## src/rtl/serial_fsm_pkg.sv

```systemverilog
// Shared definitions for the serial 1-bit-stream FSM blocks: bit-order modes
// and the modular add-and-reduce helper.
package serial_fsm_pkg;

  localparam logic MODE_LSB_FIRST = 1'b0;
  localparam logic MODE_MSB_FIRST = 1'b1;

  // (a + b) mod n, valid whenever a + b < 2n (a single subtract suffices)
  function automatic logic [8:0] mod_add_reduce(input logic [8:0] a,
                                                input logic [8:0] b,
                                                input logic [8:0] n);
    logic [9:0] s;
    s = {1'b0, a} + {1'b0, b};
    if (s >= {1'b0, n}) s = s - {1'b0, n};
    return s[8:0];
  endfunction

endpackage

```

## src/rtl/serial_divisibility_detector_step.sv

```systemverilog
// Combinational next-state for one serial bit: running remainder and LSB weight
// modulo DIVISOR, for either bit order.
module serial_mod_step
  import serial_fsm_pkg::*;
#(
  parameter int DIVISOR = 3,
  parameter int REM_W   = $clog2(DIVISOR)
) (
  input  logic [REM_W-1:0] r_i,
  input  logic [REM_W-1:0] w_i,
  input  logic             bit_i,
  input  logic             mode_i,
  output logic [REM_W-1:0] r_o,
  output logic [REM_W-1:0] w_o
);

  logic [8:0] r9;
  logic [8:0] w9;
  logic [8:0] n9;
  logic [8:0] r_sum;
  logic [8:0] w_sum;

  always_comb begin
    r9    = 9'(r_i);
    w9    = 9'(w_i);
    n9    = 9'(DIVISOR);
    r_sum = r9;
    w_sum = w9;
    if (mode_i == MODE_MSB_FIRST) begin
      // 2r+b computed as r + (r+b); r+b <= N so the sum stays below 2N
      r_sum = mod_add_reduce(r9, r9 + {8'd0, bit_i}, n9);
    end else begin
      r_sum = mod_add_reduce(r9, bit_i ? w9 : 9'd0, n9);
      w_sum = mod_add_reduce(w9, w9, n9);
    end
    r_o = REM_W'(r_sum);
    w_o = REM_W'(w_sum);
  end

endmodule

```

## src/rtl/serial_divisibility_detector.sv

```systemverilog
// Bit-serial divisibility detector for a constant DIVISOR: registers the running
// remainder, LSB weight, bit order and accepted-bit count, one bit per valid cycle.
module serial_divisibility_detector
  import serial_fsm_pkg::*;
#(
  parameter int DIVISOR = 3,
  parameter int REM_W   = $clog2(DIVISOR),
  parameter int COUNT_W = 8
) (
  input  logic               clk,
  input  logic               rst_n,
  input  logic               in_valid,
  input  logic               in_bit,
  input  logic               start,
  input  logic               last,
  input  logic               msb_first,
  output logic               out,
  output logic [REM_W-1:0]   remainder,
  output logic               out_valid,
  output logic               done,
  output logic [COUNT_W-1:0] bit_count
);

  if (DIVISOR < 2 || DIVISOR > 255) begin : g_bad_divisor
    $error("serial_divisibility_detector: DIVISOR must be in 2..255");
  end

  logic [REM_W-1:0]   r_q, r_d;
  logic [REM_W-1:0]   w_q, w_d;
  logic               mode_q, mode_d;
  logic [COUNT_W-1:0] count_q, count_d;
  logic               out_q, out_d;
  logic               out_valid_q, out_valid_d;
  logic               done_q, done_d;

  logic [REM_W-1:0]   r_base, w_base;
  logic [COUNT_W-1:0] count_base;
  logic [REM_W-1:0]   r_step, w_step;

  // start clears the frame before the bit of the same cycle is applied
  always_comb begin
    r_base     = start ? '0 : r_q;
    w_base     = start ? REM_W'(1) : w_q;
    count_base = start ? '0 : count_q;
    mode_d     = start ? msb_first : mode_q;
  end

  serial_mod_step #(
    .DIVISOR(DIVISOR),
    .REM_W  (REM_W)
  ) u_step (
    .r_i   (r_base),
    .w_i   (w_base),
    .bit_i (in_bit),
    .mode_i(mode_d),
    .r_o   (r_step),
    .w_o   (w_step)
  );

  always_comb begin
    r_d         = r_q;
    w_d         = w_q;
    count_d     = count_q;
    out_d       = out_q;
    out_valid_d = 1'b0;
    done_d      = 1'b0;
    if (in_valid) begin
      r_d         = r_step;
      w_d         = w_step;
      count_d     = (count_base == '1) ? count_base : count_base + COUNT_W'(1);
      out_d       = (r_step == '0);
      out_valid_d = 1'b1;
      done_d      = last;
    end else if (start) begin
      r_d     = '0;
      w_d     = REM_W'(1);
      count_d = '0;
      out_d   = 1'b1;
    end
  end

  always_ff @(posedge clk or negedge rst_n) begin
    if (!rst_n) begin
      r_q         <= '0;
      w_q         <= REM_W'(1);
      mode_q      <= MODE_MSB_FIRST;
      count_q     <= '0;
      out_q       <= 1'b0;
      out_valid_q <= 1'b0;
      done_q      <= 1'b0;
    end else begin
      r_q         <= r_d;
      w_q         <= w_d;
      mode_q      <= mode_d;
      count_q     <= count_d;
      out_q       <= out_d;
      out_valid_q <= out_valid_d;
      done_q      <= done_d;
    end
  end

  assign out       = out_q;
  assign remainder = r_q;
  assign out_valid = out_valid_q;
  assign done      = done_q;
  assign bit_count = count_q;

endmodule
```

## config.mk

```make
export PLATFORM = sky130hd
export DESIGN_NAME = serial_divisibility_detector
export DESIGN_NICKNAME = d
export VERILOG_FILES = /design/src/rtl/serial_fsm_pkg.sv /design/src/rtl/serial_divisibility_detector_step.sv /design/src/rtl/serial_divisibility_detector.sv
export SDC_FILE = /design/constraint.sdc
export NUM_CORES = 1
export LEC_CHECK = 0
export ABC_AREA = 1
export CAP_MARGIN = 20
export CORE_ASPECT_RATIO = 1.2
export CORE_MARGIN = 8
export CORE_UTILIZATION = 40
export CTS_CLUSTER_DIAMETER = 150
export DETAILED_ROUTE_END_ITERATION = 10
export PLACE_DENSITY = 0.67
export SYNTH_ARGS = -nofsm -noshare
export SYNTH_HDL_FRONTEND = slang
export SYNTH_SLANG_ARGS = --single-unit
```

## constraint.sdc

```tcl
create_clock -name clk -period 2.12 [get_ports clk]
set_clock_uncertainty 0.1 [all_clocks]
set_input_delay 0.212 -clock clk [delete_from_list [all_inputs] [get_ports clk]]
set_output_delay 0.212 -clock clk [all_outputs]
set_load 0.02 [all_outputs]
```

==> Word-level counts from Yosys, hierarchy flattened <==
Cells that the tools add are included.
{ "totals": {"register_bits": 16, "wordCells": 39, "inputBits": 7} }
{ "op_classes": {"addsub": 8, "n_eq_ne": 1, "n_reduce_logical": 2, "n_lt_le_gt_ge": 3, "n_mux": 18} }
{ "op_table": {"columns": ["cell", "count"], "rows": [
  ["$mux W8", 3],
  ["$mux W2", 10],
  ["$ge A10 B2 Y1 const B", 1],
  ["$add A8 B1 Y8 const B", 1],
  ["$eq A8 B8 Y1 const B", 1],
  ["$add A2 B2 Y3", 2],
  ["$sub A2 B2 Y2 const B", 3],
  ["$mux W1", 5],
  ["$add A2 B3 Y4", 1],
  ["$ge A4 B2 Y1 const B", 1],
  ["$add A2 B1 Y3", 1],
  ["$ge A3 B2 Y1 const B", 1],
  ["$logic_not A2 Y1", 1],
  ["$reduce_bool A2 Y1", 1]
]} }

==> Logic depth before layout (Yosys ltp) <==
Gate-level depths: netlist of run 1.
{ "logic_depth": {"ltp_word": 8, "mapped_depth": 16} }

==> Cells and area by module <==
Synthesis of run 1 repeated with hierarchy kept, for this count alone.
{ "unflattened": {"hier_cells": 157, "area_unflattened_um2": 1157.4} }
{ "by_module_without_submodules": {"columns": ["module", "cells_per_inst", "area_each_um2", "instances", "seq_area_each_um2"], "rows": [
  ["serial_divisibility_detector", 118, 949.7, 1, 402.9],
  ["serial_mod_step", 39, 207.7, 1, 0.0]
]} }

==> Worst setup path after synthesis of run 1 <==
No wires, ideal clock.
{ "synth_timing": {"path_kind": "reg2reg", "startpoint": "register w_q[0]", "endpoint": "register out_q, in the netlist out", "stages_incl_launch_ff": 14, "setup_time_ns": 0.124, "n_path_buf": 0, "required_time_ns": 1.896, "setup_slack_ns": -0.031, "arrival_ns": 1.927, "cell_sequence": "dfstp_2 nor2_1 nor2_1 ha_1 inv_1 fa_1 inv_1 ha_1 inv_1 nand2_1 o21ai_0 nand2_1 nand2_1 o21bai_1"} }
{ "synth_between": {"elab_chain_cells": 8, "word_cells_on_any_way": 9, "classes_between": "add/sub (2); order compare (1); mux (5); reduce/logical (1)"} }
{ "synth_lines": {"columns": ["item", "line", "text"], "rows": [
  ["start: declaration", "serial_divisibility_detector.sv:29", "logic [REM_W-1:0] w_q, w_d;"],
  ["start signal: assignment", "serial_divisibility_detector.sv:93", "w_q <= w_d;"],
  ["$mux W2 *", null, null],
  ["$mux W2 *", "serial_divisibility_detector_step.sv:33", "r_sum = mod_add_reduce(r9, bit_i ? w9 : 9'd0, n9);"],
  ["$add A2 B2 Y3 *", "serial_fsm_pkg.sv:13", "s = {1'b0, a} + {1'b0, b};"],
  ["$ge A10 B2 Y1 / $sub A2 B2 Y2 (equally long branches)", "serial_fsm_pkg.sv:14", "if (s >= {1'b0, n}) s = s - {1'b0, n};"],
  ["$mux W2 *", "serial_fsm_pkg.sv:14", null],
  ["$mux W2 *", "serial_divisibility_detector_step.sv:29", "if (mode_i == MODE_MSB_FIRST) begin"],
  ["$logic_not A2 Y1 *", "serial_divisibility_detector.sv:71", "out_d = (r_step == '0);"],
  ["$mux W1 *", "serial_divisibility_detector.sv:67", "if (in_valid) begin"],
  ["end signal: assignment", "serial_divisibility_detector.sv:96", "out_q <= out_d;"],
  ["end: declaration", "serial_divisibility_detector.sv:32", "logic out_q, out_d;"]
]} }
Mark *: on every way between the ends. The rest lies on a longest branch, timed or not.
A chain may end at the register's enable or synchronous reset.

==> Worst setup path after layout of run 1 <==
Ends and elaborated chain as after synthesis.

==> flow_summary.yaml, run 1 <==
status:
  run_status: "finished, violations left"
  failed_checks: "setup timing"
synthesis:
  postSynth.asyncResetShare: 1.000
  post_synth_inst_count: 139
  mappedNetlistArea_sq_um: 1054
  synth_nets: 151
  post_synth.cell_area_avg_sq_um: 7.579
  synth_seq_area_share: 0.3824
  synthesis.yosys.warnings: 0
  synth_edf_count: 0
  ys_ff_latch: 16
  yosys.cell_types.count: 25
  synth_flop_cell: "dfrtp_1"
setup_path:
  worstSetupEndpointType: "flip-flop"
  critPathRequiredTime_ns: 2.19
  cpPeakStageDelay_ns: 0.56
  worst_path_arrival_time_ns: 2.40
  path_class: "reg2reg"
  cp_slowest_cell: "dfstp_2"
  worst-path-max-fanout: 3
  crit_path_start_kind: "flip-flop"
  worst_path_most_repeated_cell: "inv_2"
  worstPathCellList: "nor2_4 > nor2_2 > ha_2 > inv_2 > fa_1 > inv_2 > ha_4 > inv_2 > nand2_2 > nand2_1 > nand2_1 > inv_1 > nand2_2 > nand3_1 > o21bai_1"
floorplan:
  die_x_microns: 62.85
  io_pins: 20
  chipHeight_microns: 72.22
  floorplan.initialDensity: 0.4168
  die-area_sq_um: 4539
  fp.coreArea_sq_um: 2527
  std_cell_rows: 20
sta:
  setup_violations: 3
  fmaxAchievable_mhz: 428.8
  fin_crit_sh: 1.100
  unrepaired_setup_endpoints_after_global_routing: "true"
  timing.final.ws_setup_ns: -0.2122
  report.final.slew_viol_count: 0
  layout_min_cycle_time_ns: 2.332
  tightest_pin_transition_ns: 0.2242
  report.final.hold_viol_count: 0
  slew-limit-headroom: 0.8501
place:
  place.gp.congestion: 0.9152
  placement.io_buffers: 19
  detailedPlacementHpwl_microns: 1952
  place_area_sq_um: 1359
global_routing:
  global_route_wire_length_before_repair_microns: 4429
  grt_remaining_overflow: 0
  antenna_found_initial: 0
  via_count_of_the_first_global_routing_pass: 1027
  grtUsageTotal: 0.1178
  grt_max_degree: 17
cts:
  worstSkewPairLatency_ns: 0.28
  clk_root_buffer_cell: "clkbuf_4"
  clkSlewWorstSetupHoldPaths_ns: 0.10
  cts_max_level: 1
  cts.path.max_buffers: 2
  tritoncts_clock_tree: "yes"
  numClockSinks: 16
  clock_buffers_created_by_tritoncts: 3
detailed_routing:
  routed-wl-met2_microns: 1284
  detailroute.wirelength.met3_microns: 63
  top_signal_layer_used: "met4"
  finalWirelength_microns: 2492
  post_dr_vias_cell: 4.727
  drt_iter0_markers: 8
  firstDrtPassIters: 4
  remaining_drc_errors: 0
  postRouteAntennaNets: 0
  wl_per_cell_microns: 12.16
  route.vias.total: 969
  m1WireLength_microns: 1094
finish:
  layout.cells.most_common_list: "35 x nand2_1, 20 x inv_1, 18 x clkdlybuf4s50_1"
  stdcell_area_sq_um: 1418
  post_route_cells_drive_above_1_share: 0.2442
  finalNetCount: 185
  fillers: 239
  register_area_sq_um: 402.9
  antenna_cells_inserted: 0
  post-route-util: 0.5609
  most_common_cell_after_layout_fill_and_taps_aside: "nand2_1"
  syn_to_final_growth_pct: 34.56
  multiInputGateArea_sq_um: 570.5
pwr:
  cellPowerDensity_nw_per_um2: 545.5
  p_leak_nw: 0.7176
  vdd.ir_drop.worst_mv: 0.3039
job:
  drv_cap: 0
hold_path:
  hold_class: "in2async"
[worst max-delay path: cells and delay by family, from the launching register on]
| family | cells | cell delay, ns |
|---|---|---|
| simple gates | 7 | 0.42 |
| buf+inv | 4 | 0.20 |
| compound gates | 1 | 0.07 |
| fa+ha+maj | 3 | 0.86 |
| flops | 1 | 0.56 |
[where the power goes]
part           internal [mW]  switching [mW]
logic                  0.117           0.136
registers              0.334          0.0161
clock network         0.0729          0.0975
[final cells by class]
| cell class | count | share of cell area |
|---|---|---|
| Multi-Input combinational cell | 96 | 0.4025 |
| Sequential cell | 16 | 0.2842 |
| Inverter | 25 | 0.06620 |
| Clock buffer | 4 | 0.01853 |
| Tap cell | 33 | 0.02913 |
| Timing Repair Buffer | 31 | 0.1995 |
[cells in the mapped netlist, types with 2 or more instances]
library cell   n  area, sq um
nand2_1       37        138.9
inv_1         23        86.33
dfrtp_1       14        350.3
nor2_1        11        41.29
o21ai_0       10        50.05
nand3_1        9        45.04
nand2_2        7        43.79
ha_1           4        50.05
nor2_4         3        33.78
a21oi_1        2        10.01
dfstp_2        2        52.55
inv_2          2        7.510
nor3_4         2        32.53
o211ai_1       2        15.01
[state kept, by name, indices dropped and copies added (netlist names)]
name,flops
done,1
out_valid,1
w_q,2
mode_q,1
remainder,2
bit_count,8
out,1
[per-stage QoR]
| step | hold slack, ns | power, mW | cells | setup TNS (ns) | setup slack, ns |
|---|---|---|---|---|---|
| 2_1_floorplan | -0.1836 | 0.4790 | 139 | -0.02155 | -0.02155 |
| 3_3_place_gp | 0.4154 | 0.5809 | 201 | -1.071 | -0.4023 |
| 3_5_place_dp | 0.4158 | 0.5872 | 201 | -1.265 | -0.4555 |
| 4_1_cts | 0.1332 | 0.7634 | 205 | -0.3863 | -0.1749 |
| 5_1_grt | 0.1469 | 0.8227 | 205 | -0.8843 | -0.3359 |
| 6_report | 0.1373 | 0.7734 | 205 | -0.5086 | -0.2122 |
[logic make-up (layout without fill, tap and decap cells)]
kind of cell,count (synthesis),in the layout,share of synthesized area
AND/OR/NAND/NOR,74,74,0.3515
buffers and inverters,27,60,0.1045
AO/OA/AOI/OAI,16,16,0.08670
flip-flops,16,16,0.3824
adder cells (fa/ha/maj),5,5,0.06651
XOR/XNOR,1,1,0.008315
[metal layers]
layer | vias to the layer above | global-route usage
li1 | 506 | -
met1 | 445 | 0.1295
met2 | 14 | 0.2085
met3 | 4 | 0.02311
met4 | 0 | 0.06599
met5 | - | 0
[repair_timing]
item / CTS / global route
buffers inserted: 0 / 0
gates resized for setup: 2 / 10
gates cloned: 0 / 0
pin swaps: 0 / 8
endpoints found under the setup margin: 3 / 3
hold buffers: 0 / 0
[final timing paths]
path                            slack [ns]           end  cells after the start  startpoint
worst min register to register        0.43        mode_q                      2      mode_q
worst min-delay path                  0.14  bit_count[6]                      2       rst_n
worst max-delay path                 -0.21           out                     15      w_q[0]
worst max register to register       -0.21           out                     15      w_q[0]
max in group asynchronous             1.52        w_q[0]                      2       rst_n
min in group clk                      0.25        w_q[0]                      3       start
No activity file was read; power rests on OpenSTA's default activity.
==> inputs of run 2 (changes only) <==
--- a/config.mk
+++ b/config.mk
@@ -10,6 +10,7 @@
 export CORE_ASPECT_RATIO = 1.2
 export CORE_MARGIN = 8
 export CORE_UTILIZATION = 40
+export CTS_BUF_LIST = sky130_fd_sc_hd__clkbuf_8
 export CTS_CLUSTER_DIAMETER = 150
 export DETAILED_ROUTE_END_ITERATION = 10
 export PLACE_DENSITY = 0.67
==> flow_summary.yaml, run 2 (synthesis gave the netlist of run 1 again) <==
status:
  run_status: "finished, violations left"
  failed_checks: "setup timing"
detailed_routing:
  drt_iter0_markers: 17
  wl_per_cell_microns: 12.11
  remaining_drc_errors: 0
  postRouteAntennaNets: 0
  post_dr_vias_cell: 4.670
  route.vias.total: 962
  firstDrtPassIters: 4
  finalWirelength_microns: 2495
setup_path:
  worstPathCellList: "nor2_4 > nor2_2 > ha_2 > inv_2 > fa_1 > inv_2 > ha_4 > inv_2 > nand2_2 > nand2_1 > nand2_1 > inv_1 > nand2_2 > nand3_2 > o21bai_1"
  worstSetupEndpointType: "flip-flop"
  path_class: "reg2reg"
  ff2ff_setup_slack_ns: -0.18
  worstPathBufferInverterCount: 4
  crit_family: "adder cells"
  cp_slowest_cell: "dfstp_2"
  worst-path-max-fanout: 3
  crit_path_start_kind: "flip-flop"
  cpPeakStageDelay_ns: 0.55
  worst_path_arrival_time_ns: 2.33
  critPathRequiredTime_ns: 2.15
  worst_path_most_repeated_cell: "inv_2"
place:
  detailedPlacementHpwl_microns: 1952
  placement.io_buffers: 19
  place_area_sq_um: 1359
  place.gp.congestion: 0.9152
sta:
  worst_hold_slack_after_final_layout_ns: 0.1850
  layout_min_cycle_time_ns: 2.304
  timing.final.ws_setup_ns: -0.1843
  fmaxAchievable_mhz: 434.0
  slew-limit-headroom: 0.8478
  fin_crit_sh: 1.087
  report.final.slew_viol_count: 0
  tightest_pin_transition_ns: 0.2275
  unrepaired_setup_endpoints_after_global_routing: "true"
  setup_tns_ns: -0.4787
  setup_violations: 3
  report.final.hold_viol_count: 0
floorplan:
  fp.coreArea_sq_um: 2527
  floorplan.initialDensity: 0.4168
  std_cell_rows: 20
  die_x_microns: 62.85
  io_pins: 20
  die-area_sq_um: 4539
  chipHeight_microns: 72.22
cts:
  clk_root_buffer_cell: "clkbuf_8"
  worstSkewPairLatency_ns: 0.25
  tritoncts_clock_tree: "yes"
  cts_max_level: 1
  cts_hold_buf: 0
  clock_buffers_created_by_tritoncts: 3
  clkSlewWorstSetupHoldPaths_ns: 0.07
  cts.path.max_buffers: 2
  numClockSinks: 16
global_routing:
  antenna_found_initial: 0
  grtUsageTotal: 0.1191
  grt_remaining_overflow: 0
  via_count_of_the_first_global_routing_pass: 1029
  global_route_wire_length_before_repair_microns: 4464
  grt_max_degree: 17
job:
  drv_cap: 0
finish:
  post-route-util: 0.5718
  finalNetCount: 186
  stdcell_area_sq_um: 1445
  fillers: 232
  syn_to_final_growth_pct: 37.17
  post_route_cells_drive_above_1_share: 0.2543
  most_common_cell_after_layout_fill_and_taps_aside: "nand2_1"
  layout.cells.most_common_list: "35 x nand2_1, 21 x inv_1, 18 x clkdlybuf4s50_1"
  max_reg_flops: 8
  antenna_cells_inserted: 0
hold_path:
  hold_class: "in2async"
pwr:
  p_total_uw: 837.0
  p_leak_nw: 0.7308
  vdd.ir_drop.worst_mv: 0.3686
  cellPowerDensity_nw_per_um2: 579.2
## run 2: changes by cell type in the layout (fill, tap and decap cells not counted)
cell	previous run	this run
clkbuf_4	3	0
dlymetal6s2s_1	1	0
nand3_1	9	8
nand3_2	1	2
inv_1	20	21
buf_4	12	13
clkbuf_8	0	3
dlygate4sd2_1	0	1
clkbuf_1	1	0
## run 2: worst register-to-register path: stages, from the launching register on
cell,delay [ns]
dfstp_2,0.55
nor2_4,0.04
nor2_2,0.10
ha_2,0.18
inv_2,0.04
fa_1,0.53
inv_2,0.05
ha_4,0.15
inv_2,0.05
nand2_2,0.06
nand2_1,0.07
nand2_1,0.04
inv_1,0.05
nand2_2,0.05
nand3_2,0.05
o21bai_1,0.07
## run 2: routing by layer
layer / wire [microns] / global-route usage
met3: 62 / 0.02311
met4: 48 / 0.06599
met1: 1119 / 0.1322
met5: 0 / 0
met2: 1264 / 0.2097
## run 2: final cells by class
cell class                      instances  area [sq um]  share of cell area
Tap cell                               33         41.29             0.02857
Sequential cell                        16         402.9              0.2788
Clock inverter                          1         3.754            0.002597
Timing Repair Buffer                   32         286.5              0.1983
Inverter                               25         93.84             0.06493
Multi-Input combinational cell         96         575.6              0.3983
Clock buffer                            3         41.29             0.02857
## run 2: per-stage QoR
step / instances / setup slack [ns]
floorplan: 139 / -0.02155
global placement: 201 / -0.4023
detailed placement: 201 / -0.4555
CTS: 206 / -0.1681
global route: 206 / -0.3258
finish: 206 / -0.1843
## run 2: power by group
part / total, mW / leakage [nW] / internal, mW / switching [mW]
Combinational: 0.255 / 0.500 / 0.118 / 0.137
Clock: 0.231 / 0.0269 / 0.128 / 0.103
Sequential: 0.351 / 0.204 / 0.334 / 0.0166
## run 2: worst paths after layout
| check | from | end | cells after the start |
|---|---|---|---|
| min | rst_n | bit_count[6] | 2 |
| min reg2reg | mode_q | mode_q | 2 |
| max | w_q[0] | out | 15 |
| max in group asynchronous | rst_n | mode_q | 2 |
| max reg2reg | w_q[0] | out | 15 |
| min in group clk | last | done | 3 |
## run 2: timing repair
action	4_1_cts	5_1_grt
buffers inserted	1	0
pin swaps	0	8
endpoints found under the setup margin	3	3
gates cloned	0	0
gates resized for setup	3	10
